`src/rtl/rom_burst_arbiter_if.sv`:
```
// Bundle between the burst arbiter and its requesters, consumers and ROM.
// The slave side is the arbiter; the master side is everything around it.
interface rom_burst_arbiter_if #(
  parameter int NREQ = 2,
  parameter int AW   = 3,
  parameter int DW   = 4,
  parameter int LW   = 3,
  parameter int IDW  = 2
);
  logic [NREQ-1:0]    req;
  logic [NREQ*AW-1:0] req_addr;
  logic [NREQ*LW-1:0] req_len;
  logic [NREQ-1:0]    req_ack;
  logic               rom_en;
  logic [AW-1:0]      rom_addr;
  logic [DW-1:0]      rom_data;
  logic               rd_valid;
  logic [DW-1:0]      rd_data;
  logic [IDW-1:0]     rd_id;
  logic               rd_last;
  logic               busy;

  modport slave (
    input  req, req_addr, req_len, rom_data,
    output req_ack, rom_en, rom_addr, rd_valid, rd_data, rd_id, rd_last, busy
  );

  modport master (
    output req, req_addr, req_len, rom_data,
    input  req_ack, rom_en, rom_addr, rd_valid, rd_data, rd_id, rd_last, busy
  );
endinterface

```
`src/rtl/rom_burst_arbiter.sv`:
```
// Round-robin burst arbiter sharing one registered-read ROM among NREQ requesters.
// One burst at a time; one IDLE cycle between bursts; tagged data one cycle after rom_en.

// Per-requester priority lane: distance of this requester from the round-robin
// start point (ptr+1); the smallest distance among active requests wins.
module rba_rr_lane #(
  parameter int NREQ = 2,
  parameter int IDW  = 2,
  parameter int IDX  = 0
) (
  input  logic           i_req,
  input  logic [IDW-1:0] i_ptr,
  output logic           o_hit,
  output logic [IDW-1:0] o_dist
);
  int w_d;

  always_comb begin
    w_d = IDX - int'(i_ptr) - 1;
    if (w_d < 0) w_d = w_d + NREQ;
  end

  assign o_hit  = i_req;
  assign o_dist = IDW'(w_d);
endmodule

module rom_burst_arbiter #(
  parameter int NREQ = 2,
  parameter int AW   = 3,
  parameter int DW   = 4,
  parameter int LW   = 3,
  parameter int IDW  = 2
) (
  input  logic                i_clk,
  input  logic                i_rst_n,
  rom_burst_arbiter_if.slave  bus
);
  typedef enum logic {S_IDLE = 1'b0, S_BURST = 1'b1} state_t;

  state_t r_state, w_nxt_state;

  logic [IDW-1:0]  r_ptr;
  logic [AW-1:0]   r_cur_addr;
  logic [LW-1:0]   r_remaining;
  logic [IDW-1:0]  r_own_id;
  logic [NREQ-1:0] r_ack;
  logic            r_v1;
  logic [IDW-1:0]  r_id1;
  logic            r_last1;

  logic                      w_busy;
  logic                      w_rom_en;
  logic                      w_any;
  logic                      w_found;
  logic [IDW-1:0]            w_win;
  logic [IDW-1:0]            w_best;
  logic [AW-1:0]             w_win_addr;
  logic [LW-1:0]             w_win_len;
  logic                      w_grant;
  logic                      w_rem_zero;
  logic [NREQ-1:0]           w_hit;
  logic [NREQ-1:0][IDW-1:0]  w_dist;

  genvar g;
  generate
    for (g = 0; g < NREQ; g++) begin : g_lane
      rba_rr_lane #(.NREQ(NREQ), .IDW(IDW), .IDX(g)) u_lane (
        .i_req  (bus.req[g]),
        .i_ptr  (r_ptr),
        .o_hit  (w_hit[g]),
        .o_dist (w_dist[g])
      );
    end
  endgenerate

  // Nearest active requester after ptr, with wrap.
  always_comb begin
    w_found = 1'b0;
    w_win   = '0;
    w_best  = '0;
    for (int i = 0; i < NREQ; i++) begin
      if (w_hit[i] && (!w_found || (w_dist[i] < w_best))) begin
        w_found = 1'b1;
        w_win   = IDW'(i);
        w_best  = w_dist[i];
      end
    end
  end

  always_comb begin
    w_win_addr = '0;
    w_win_len  = '0;
    for (int i = 0; i < NREQ; i++) begin
      if (w_win == IDW'(i)) begin
        w_win_addr = bus.req_addr[i*AW +: AW];
        w_win_len  = bus.req_len[i*LW +: LW];
      end
    end
  end

  assign w_any      = |bus.req;
  assign w_rem_zero = (r_remaining == '0);
  assign w_grant    = (r_state == S_IDLE) && w_any && w_found;

  // State register
  always_ff @(posedge i_clk or negedge i_rst_n) begin
    if (!i_rst_n) r_state <= S_IDLE;
    else          r_state <= w_nxt_state;
  end

  // Next-state logic
  always_comb begin
    w_nxt_state = r_state;
    case (r_state)
      S_IDLE:  if (w_grant)    w_nxt_state = S_BURST;
      S_BURST: if (w_rem_zero) w_nxt_state = S_IDLE;
      default: w_nxt_state = S_IDLE;
    endcase
  end

  // Output decode; all terms come straight from registered state.
  always_comb begin
    w_busy   = 1'b0;
    w_rom_en = 1'b0;
    case (r_state)
      S_BURST: begin
        w_busy   = 1'b1;
        w_rom_en = 1'b1;
      end
      default: ;
    endcase
  end

  // Burst bookkeeping: latch the winner in IDLE, walk the address in BURST.
  always_ff @(posedge i_clk or negedge i_rst_n) begin
    if (!i_rst_n) begin
      r_ptr       <= IDW'(NREQ - 1);
      r_cur_addr  <= '0;
      r_remaining <= '0;
      r_own_id    <= '0;
      r_ack       <= '0;
    end else begin
      r_ack <= '0;
      if (w_grant) begin
        r_cur_addr  <= w_win_addr;
        r_remaining <= w_win_len;
        r_own_id    <= w_win;
        r_ptr       <= w_win;
        r_ack       <= {{(NREQ-1){1'b0}}, 1'b1} << w_win;
      end else if (r_state == S_BURST) begin
        r_cur_addr  <= r_cur_addr + AW'(1);
        r_remaining <= r_remaining - LW'(1);
      end
    end
  end

  // Readback stage tracks the ROM's one-cycle read latency.
  always_ff @(posedge i_clk or negedge i_rst_n) begin
    if (!i_rst_n) begin
      r_v1    <= 1'b0;
      r_id1   <= '0;
      r_last1 <= 1'b0;
    end else begin
      r_v1    <= w_rom_en;
      r_id1   <= r_own_id;
      r_last1 <= w_rom_en && w_rem_zero;
    end
  end

  assign bus.req_ack  = r_ack;
  assign bus.rom_en   = w_rom_en;
  assign bus.rom_addr = r_cur_addr;
  assign bus.busy     = w_busy;
  assign bus.rd_valid = r_v1;
  assign bus.rd_id    = r_id1;
  assign bus.rd_last  = r_last1;
  assign bus.rd_data  = bus.rom_data;
endmodule

```
`src/flat_wrapper.sv`:
```
// flat-port wrapper written by rule: the top's interface ports become plain ports
module rom_burst_arbiter_flat 
#(
  parameter int NREQ = 2,
  parameter int AW   = 3,
  parameter int DW   = 4,
  parameter int LW   = 3,
  parameter int IDW  = 2
)
  (i_clk, i_rst_n, bus_req, bus_req_addr, bus_req_len, bus_rom_data, bus_req_ack, bus_rom_en, bus_rom_addr, bus_rd_valid, bus_rd_data, bus_rd_id, bus_rd_last, bus_busy);
  rom_burst_arbiter_if #(.NREQ(NREQ), .AW(AW), .DW(DW), .LW(LW), .IDW(IDW)) bus_i ();
  input  logic i_clk;
  input  logic i_rst_n;
  input wire logic [$bits(bus_i.req)-1:0] bus_req;
  input wire logic [$bits(bus_i.req_addr)-1:0] bus_req_addr;
  input wire logic [$bits(bus_i.req_len)-1:0] bus_req_len;
  input wire logic [$bits(bus_i.rom_data)-1:0] bus_rom_data;
  output wire logic [$bits(bus_i.req_ack)-1:0] bus_req_ack;
  output wire logic [$bits(bus_i.rom_en)-1:0] bus_rom_en;
  output wire logic [$bits(bus_i.rom_addr)-1:0] bus_rom_addr;
  output wire logic [$bits(bus_i.rd_valid)-1:0] bus_rd_valid;
  output wire logic [$bits(bus_i.rd_data)-1:0] bus_rd_data;
  output wire logic [$bits(bus_i.rd_id)-1:0] bus_rd_id;
  output wire logic [$bits(bus_i.rd_last)-1:0] bus_rd_last;
  output wire logic [$bits(bus_i.busy)-1:0] bus_busy;
  assign bus_i.req = bus_req;
  assign bus_i.req_addr = bus_req_addr;
  assign bus_i.req_len = bus_req_len;
  assign bus_i.rom_data = bus_rom_data;
  assign bus_req_ack = bus_i.req_ack;
  assign bus_rom_en = bus_i.rom_en;
  assign bus_rom_addr = bus_i.rom_addr;
  assign bus_rd_valid = bus_i.rd_valid;
  assign bus_rd_data = bus_i.rd_data;
  assign bus_rd_id = bus_i.rd_id;
  assign bus_rd_last = bus_i.rd_last;
  assign bus_busy = bus_i.busy;
  rom_burst_arbiter #(.NREQ(NREQ), .AW(AW), .DW(DW), .LW(LW), .IDW(IDW)) u_core (.i_clk(i_clk), .i_rst_n(i_rst_n), .bus(bus_i));
endmodule
```
`config.mk`:
```
export PLATFORM = sky130hd
export DESIGN_NAME = rom_burst_arbiter_flat
export DESIGN_NICKNAME = d
export VERILOG_FILES = /design/src/rtl/rom_burst_arbiter_if.sv /design/src/rtl/rom_burst_arbiter.sv /design/src/flat_wrapper.sv
export SDC_FILE = /design/constraint.sdc
export NUM_CORES = 1
export LEC_CHECK = 0
export CAP_MARGIN = 20
export CORE_MARGIN = 1
export CORE_UTILIZATION = 30
export CTS_CLUSTER_DIAMETER = 80
export DETAILED_ROUTE_END_ITERATION = 8
export GPL_ROUTABILITY_DRIVEN = 1
export MAX_ROUTING_LAYER = met4
export PLACE_DENSITY = 0.57
export SLEW_MARGIN = 20
export SYNTH_ARGS = -nofsm -noshare
export SYNTH_HDL_FRONTEND = slang
export SYNTH_SLANG_ARGS = --single-unit
```
`constraint.sdc`:
```
create_clock -name i_clk -period 1.6 [get_ports i_clk]
set_clock_uncertainty 0.05 [all_clocks]
set_input_delay 0.32 -clock i_clk [delete_from_list [all_inputs] [get_ports i_clk]]
set_output_delay 0.32 -clock i_clk [all_outputs]
set_load 0.1 [all_outputs]
```
-- Word level (Yosys, flattened, before mapping)
Cells that the tools add are included.
Widths: inputs -> output; s select.
- memories kept: 0
- flip-flop bits (word level): 17
- memory bits (writable): 0
- bits in read-only memories: 0
- bits in latches: 0
- input bits: 20
- output and inout port bits: 15
- word-level logic and storage cells: 52
- divide/modulo/power cells: 0
- multiply operators: 0
- bitwise gates (word level): 1
- equality and inequality tests: 1
- muxes and demuxes: 19
- shift operators: 1
- $add $sub $neg: 8
- reduce and logical (&&, ||, !) cells: 10
- order comparisons: 3
- operators with widths (cell ; number):
    $mux 3 ; 8
    $lt 4x1->1 const B ; 2
    $mux 2 ; 4
    $sub 3x2->4 const B ; 2
    $mux 1 ; 6
    $sub 1x2->3 const A ; 2
    $add 2x2->2 const B ; 2
    $logic_and 1x1->1 ; 4
    $add 3x1->3 const B ; 1
    $logic_not 3->1 ; 1
    $sub 3x1->3 const B ; 1
    $logic_not 2->1 ; 1
    $lt 2x2->1 ; 1
    $pmux 1 s2 ; 1
    $reduce_bool 2->1 ; 1
    $reduce_or 2->1 ; 1
    $shl 1x1->2 const A ; 1
    $eq 1x1->1 const B ; 1
    $logic_not 1->1 ; 1
    $logic_or 1x1->1 ; 1
    $not 1->1 ; 1

-- Longest topological paths before layout
Gate-level depths: netlist (run 1).
- depth in word-level cells: 13
- gate-level depth with buffers: 5
- mapped depth without buffers: 5

-- Modules after synthesis
From an unflattened synthesis (run 1), not the netlist that was laid out.
- cell total of the unflattened synthesis: 80
- area, all modules: 814.5 µm²
- by module, submodules not included (module ; times used ; cells each ; area each (µm²)):
    rom_burst_arbiter ; 1 ; 72 ; 757.0
    rba_rr_lane at u_core.g_lane[0].u_lane ; 1 ; 5 ; 36.3
    rba_rr_lane at u_core.g_lane[1].u_lane ; 1 ; 3 ; 21.3

-- Worst setup path after synthesis (run 1)
OpenSTA, ideal clock, no wires.
- kind: register to register
- from: reg u_core.r_state
- to: reg u_core.r_remaining[1]
- required time: 1468 ps
- arrival time: 1677 ps
- path buffers: 2
- clock period less this slack: 1809 ps
- slack: -209 ps
- stages on the path, launching flop included: 5
- library setup time: 82 ps
- cells stage by stage: dfrtp_1 > buf_2 > buf_2 > a31oi_1 > a22oi_2
- cells in the longest elaborated chain, start to end: 4
- elaborated cells between the ends (all ways): 5
- ends and longest elaborated chain (what ; line ; text):
    start, declared ; rom_burst_arbiter.sv:40 ; state_t r_state, w_nxt_state;
    start signal, assigned ; rom_burst_arbiter.sv:108 ; else r_state <= w_nxt_state;
    $not 1->1 ; rom_burst_arbiter.sv:103 ; assign w_grant = (r_state == S_IDLE) && w_any && w_found;
    $logic_and 1x1->1 (2 in series) ; rom_burst_arbiter.sv:103 ;
    $mux 3 or $reduce_bool 2->1 (tied branches) ; - ;
    end signal, assigned ; rom_burst_arbiter.sv:146 ; r_remaining <= w_win_len;
    end signal, assigned ; rom_burst_arbiter.sv:152 ; r_remaining <= r_remaining - LW'(1);
    end, declared ; rom_burst_arbiter.sv:44 ; logic [LW-1:0] r_remaining;
Several ways; a longest one is shown, not always the timed one.
A chain may end at the register's enable or synchronous reset.

-- Worst setup path after layout (run 1)
- from: reg u_core.r_state
- to: out bus_rom_en
- cells in the longest elaborated chain, start to end: 1
- ends and longest elaborated chain (what ; line ; text):
    $mux 1 ; rom_burst_arbiter.sv:125 ; case (r_state)
    end, declared ; flat_wrapper.sv:19 ; output wire logic [$bits(bus_i.rom_en)-1:0] bus_rom_en;
No other way between the ends.

==> flow_summary_export.csv, run 1 <==
group,metric,value,unit
clock_network,clk_path_buf_depth,2,
drt,vias_per_cell,4.74,
final_layout,fillers,264,
synthesis,synthArstFlopShare,100,%
pwr,p_leak,0.552,nW
critical_path,critPathCaptureType,"output port",
run,maxCapViolCount,0,
min_path,min_path_type,"input pin to async pin",
global_routing,grt_max_degree,22,
floorplanning,io_pins,35,
synthesis,syn_inst,84,
final_layout,fin_util,46.1,%
synthesis,ys_seq_area_share,40.5,%
placed_design,pre_cts_ws,-0.107,ns
pwr,powerDensity,2400,nW/um^2
run_status,status,"finished clean",
final_layout,drive_above_1_share,32.7,%
synthesis,yosys-top-cells-area,"dfrtp_1 38%, o41ai_2 9.4%, buf_4 5.2%",
global_routing,grt_remaining_overflow,0,
global_routing,grt_pass1_vias,663,
synthesis,syn-num-nets,107,
timing,finalHoldViolCount,0,
timing,grt_setup_unrepaired,"false",
global_routing,antenna_found_initial,0,
final_layout,multiInputGateArea,417,um^2
drt,antenna_left,0,
placed_design,io_buffer_count,25,
clock_network,ctsRootBufferMaster,"clkbuf_4",
synthesis,synth-seq-cells,14,
timing,max_freq,674,MHz
clock_network,htreeDepth,1,
timing,setup_viol,0,
placed_design,gp_congestion,0.751,
drt,drt_iter0_drc,6,
final_layout,final_common_cell,"clkdlybuf4s50_1",
clock_network,clk_pin_slew_worst_paths,0.09,ns
timing,setup_ws,0.116,ns
critical_path,worst-path-max-fanout,21,
critical_path,crit_type,"flop to output port",
clock_network,numCtsBuffers,3,
final_layout,area.growth.synth_to_final,46.5,%
floorplanning,coreArea,2760,um^2
drt,drt-total-wl,1.80,mm
synthesis,yosys.area.top_type_share,37.5,%
timing,fin_crit,1.48,ns
drt,vias,654,
final_layout,final_cell_mix,"15 x clkdlybuf4s50_1, 11 x buf_12, 9 x dfrtp_1, 8 x nand2_1",
synthesis,avgSynthCellArea,10.3,um^2
global_routing,track_usage,13.4,%
final_layout,nets,131,
critical_path,crit_chain,"buf_12",
synthesis,synthFlopType,"dfrtp_1",
critical_path,slowest_delay,0.62,ns
drt,drc,0,
floorplanning,row_count,19,
floorplanning,fp.dieW,55.8,um
placed_design,dp_hpwl,1.46,mm
drt,dr.pass1.iters,3,
final_layout,ff_latch_area,359,um^2
synthesis,yosysWarningCount,0,
floorplanning,start_util,31.4,%
pwr,ir_drop,1.53,mV
floorplanning,die_h,55.8,um
clock_network,postCtsSetupRepairBufs,0,
floorplanning,die_area,3110,um^2
synthesis,mappedNetlistArea,867,um^2
synthesis,synth.largest_area_cell,"dfrtp_1",
clock_network,tritoncts,"done",
synthesis,ys_types,27,
synthesis,synth_edf_count,0,
critical_path,crit_buf_inv,1,
clock_network,clk_latency,0.27,ns
timing,drv_slew,0,
critical_path,worstPathRequired,1.23,ns
critical_path,path_delay_family,"flip-flops",
final_layout,diodes,0,
critical_path,cp.arrival,1.11,ns
critical_path,worst_setup_path_start_kind,"flop",
critical_path,slowest_stage,"dfrtp_4",
global_routing,grt_pass1_wl,3.17,mm
timing,fin_crit_sh,92.8,%
clock_network,cts.sinks,14,
drt,wl_per_cell,13.1,um
stage by stage:
stage          setup TNS [ns]  power (mW)  hold WS, ns  std cells  cell area [um^2]
2_1_floorplan               0        2.18      -0.0256         84               872
3_3_place_gp           -0.409        2.78        0.313        134              1230
3_5_place_dp           -0.515        2.81        0.319        134              1230
4_1_cts                     0        3.07        0.265        138              1270
5_1_grt                     0        3.21        0.266        138              1270
6_report                    0        3.05        0.253        138              1270
flip-flops by register name (all words and copies together) (netlist names):
register	flops
u_core.r_state	1
u_core.r_remaining	3
u_core.r_ptr	1
u_core.bus.rd_valid	1
u_core.bus.rd_id	1
u_core.r_own_id	1
u_core.bus.req_ack	2
u_core.bus.rd_last	1
u_core.bus.rom_addr	3
synth_stat cells, types with 2 or more instances:
master and instances:
mux2_2 2, nor2b_1 3, xor2_1 2, buf_2 4, nor3b_1 4, buf_4 6
dfrtp_1 13, nand2_1 8, ha_1 3, o22a_1 3, inv_1 3, or2b_1 2
a211oi_1 2, o41ai_2 5, buf_6 2, nor2_1 6, nor3_1 6
kinds of logic after synthesis:
group | after synthesis | synth area share (%)
other cells | 1 | 0.432
simple gates | 33 | 20.6
compound gates | 13 | 16.9
mux | 3 | 3.75
xor+xnor | 2 | 2.02
buf+inv | 15 | 11.4
fa+ha+maj | 3 | 4.33
flops | 14 | 40.5
cell type report:
type                       instances  area share, %
multi-input combinational         55           32.8
sequential                        14           28.3
timing repair buffer              31           32.1
inverter                           3          0.887
clock buffer                       4           2.86
tap                               31           3.05
where the power goes:
group / switching [mW] / internal (mW) / leakage, nW
Sequential: 0.276 / 0.555 / 0.161
Combinational: 1.16 / 0.807 / 0.370
Clock: 0.119 / 0.138 / 0.0210
final timing paths:
| check | depth (start not counted) | startpoint | end | slack, ns |
|---|---|---|---|---|
| max | 1 | u_core.r_state | bus_rom_en | 0.12 |
| min | 1 | i_rst_n | u_core.bus.rd_valid | 0.25 |
| max reg2reg | 3 | u_core.r_ptr[0] | u_core.r_remaining[2] | 0.35 |
| min reg2reg | 0 | u_core.r_own_id[0] | u_core.bus.rd_id[0] | 0.34 |
| max in group asynchronous | 2 | i_rst_n | u_core.bus.rom_addr[1] | 0.80 |
| min in group i_clk | 0 | u_core.r_own_id[0] | u_core.bus.rd_id[0] | 0.34 |
what timing repair did:
item | 4_1_cts | 5_1_grt
endpoints found under the setup margin | 0 | 2
hold buffers | 0 | 0
resized for setup | 0 | 1
layer usage:
| layer | up-vias | GRT usage (%) | wire length [um] |
|---|---|---|---|
| li1 | 330 | - | - |
| met1 | 310 | 17.0 | 847 |
| met2 | 14 | 22.2 | 885 |
| met3 | 0 | 3.02 | 71 |
| met4 | 0 | 2.14 | 0 |
| met5 | - | - | 0 |
Note: power is estimated with default switching activity, not from simulation.
==> run 2: changes to the inputs <==
HOLD_SLACK_MARGIN = 0.08   (was unset)
SETUP_SLACK_MARGIN = 0.2   (was unset)
==> flow_summary_export.csv, run 2 (synthesized netlist as in run 1, its figures left out) <==
group,metric,value,unit
global_routing,grt_max_degree,11,
global_routing,grt_remaining_overflow,0,
drt,drt-total-wl,2.01,mm
final_layout,drive_above_1_share,35.1,%
critical_path,worst-path-max-fanout,4,
drt,drc,0,
placed_design,gp_congestion,0.734,
critical_path,crit_type,"flop to output port",
clock_network,clk_pin_slew_worst_paths,0.09,ns
critical_path,r2r-end,"u_core.r_own_id[0]",
floorplanning,start_util,31.4,%
placed_design,io_buffer_count,25,
clock_network,cts_hold_buffers,0,
run,maxCapViolCount,0,
final_layout,final_cell_mix,"14 x clkdlybuf4s50_1, 10 x buf_12, 9 x dfrtp_1, 8 x nand2_1, 8 x buf_4",
timing,setup_viol,0,
critical_path,slowest_delay,0.52,ns
critical_path,crit_start,"u_core.r_state",
timing,fin_crit_sh,85.0,%
critical_path,r2r_slack,0.32,ns
pwr,p_leak,0.562,nW
final_layout,fin_util,46.5,%
critical_path,rr_worst_depth,3,
global_routing,grt_pass1_wl,3.52,mm
critical_path,path_delay_family,"flip-flops",
min_path,min_path_type,"input pin to async pin",
floorplanning,row_count,19,
timing,grt_setup_unrepaired,"false",
floorplanning,die_area,3110,um^2
critical_path,timing.rr.start,"u_core.r_ptr[0]",
floorplanning,die_h,55.8,um
timing,fin_crit,1.36,ns
final_layout,area.growth.synth_to_final,47.8,%
final_layout,final_common_cell,"clkdlybuf4s50_1",
floorplanning,io_pins,35,
critical_path,worst_setup_path_start_kind,"flop",
critical_path,worstPathRequired,1.23,ns
clock_network,cts.sinks,14,
pwr,powerDensity,2410,nW/um^2
clock_network,tritoncts,"done",
clock_network,clk_latency,0.29,ns
run_status,status,"finished clean",
drt,dr.pass1.iters,4,
critical_path,cp.arrival,0.99,ns
drt,drt_iter0_drc,7,
timing,drv_slew,0,
timing,finalHoldViolCount,0,
pwr,ir_drop,2.17,mV
drt,wl_per_cell,14.1,um
clock_network,numCtsBuffers,3,
final_layout,diodes,0,
global_routing,grt_pass1_vias,782,
clock_network,ctsRootBufferMaster,"clkbuf_4",
timing,whs,0.202,ns
clock_network,clk_path_buf_depth,2,
placed_design,dp_hpwl,1.43,mm
drt,vias_per_cell,4.95,
global_routing,antenna_found_initial,0,
timing,final.setup.tns,0,ns
drt,vias,703,
critical_path,critPathCaptureType,"output port",
timing,max_freq,736,MHz
critical_path,crit_buf_inv,1,
critical_path,crit_chain,"buf_12",
final_layout,nets,135,
critical_path,slowest_stage,"dfrtp_4",
floorplanning,fp.dieW,55.8,um
drt,antenna_left,0,
global_routing,track_usage,15.1,%
floorplanning,coreArea,2760,um^2
clock_network,htreeDepth,1,
run 2: cell types whose count changed in the layout (fill, tap and decap cells not counted):
cell | before | now
clkbuf_8 | 1 | 0
buf_12 | 11 | 10
clkbuf_1 | 0 | 1
clkdlybuf4s50_1 | 15 | 14
buf_6 | 0 | 1
a21oi_2 | 0 | 1
a21oi_1 | 1 | 0
buf_2 | 0 | 1
dlygate4sd2_1 | 0 | 1
buf_4 | 5 | 8
run 2: how the worst max path moves through the flow:
stage                             endpoint  slack (ns)  cells past startpoint
floorplan            u_core.r_remaining[1]        0.18                      4
global placement    u_core.bus.rom_addr[0]       -0.11                      5
detailed placement   u_core.r_remaining[1]       -0.14                      5
CTS                             bus_rom_en        0.24                      1
global route                    bus_rom_en        0.22                      1
finish                            bus_busy        0.24                      1
run 2: repair_timing:
item / in CTS / in global routing
resized for setup: 3 / 0
buffers inserted: 3 / 0
setup endpoints to repair: 6 / 0
run 2: layout make-up:
cell class / instances / area, um^2
fill: 274 / 1480
timing repair buffer: 35 / 425
multi-input combinational: 55 / 420
sequential: 14 / 359
tap: 31 / 38.8
clock buffer: 4 / 26.3
inverter: 3 / 11.3
run 2: per-stage QoR:
step                      setup WS, ns  instance area [um^2]  std cells  power, mW
after floorplan                  0.179                   875         84       2.19
after global placement          -0.111                  1220        134       2.79
after detailed placement        -0.144                  1220        134       2.83
after CTS                        0.241                  1280        142       3.11
after global routing             0.221                  1280        142       3.23
final                            0.241                  1280        142       3.09
run 2: routing by layer:
layer  routed length, um  track usage (%)
met5                   0                -
met4                  36             7.50
met3                  72             2.79
met2                1000             25.3
met1                 896             17.2
run 2: power by group:
| part | internal (mW) | total, mW | switching, mW |
|---|---|---|---|
| logic | 0.843 | 2.11 | 1.26 |
| clock network | 0.0970 | 0.219 | 0.122 |
| registers | 0.555 | 0.760 | 0.205 |
| total | 1.50 | 3.09 | 1.59 |
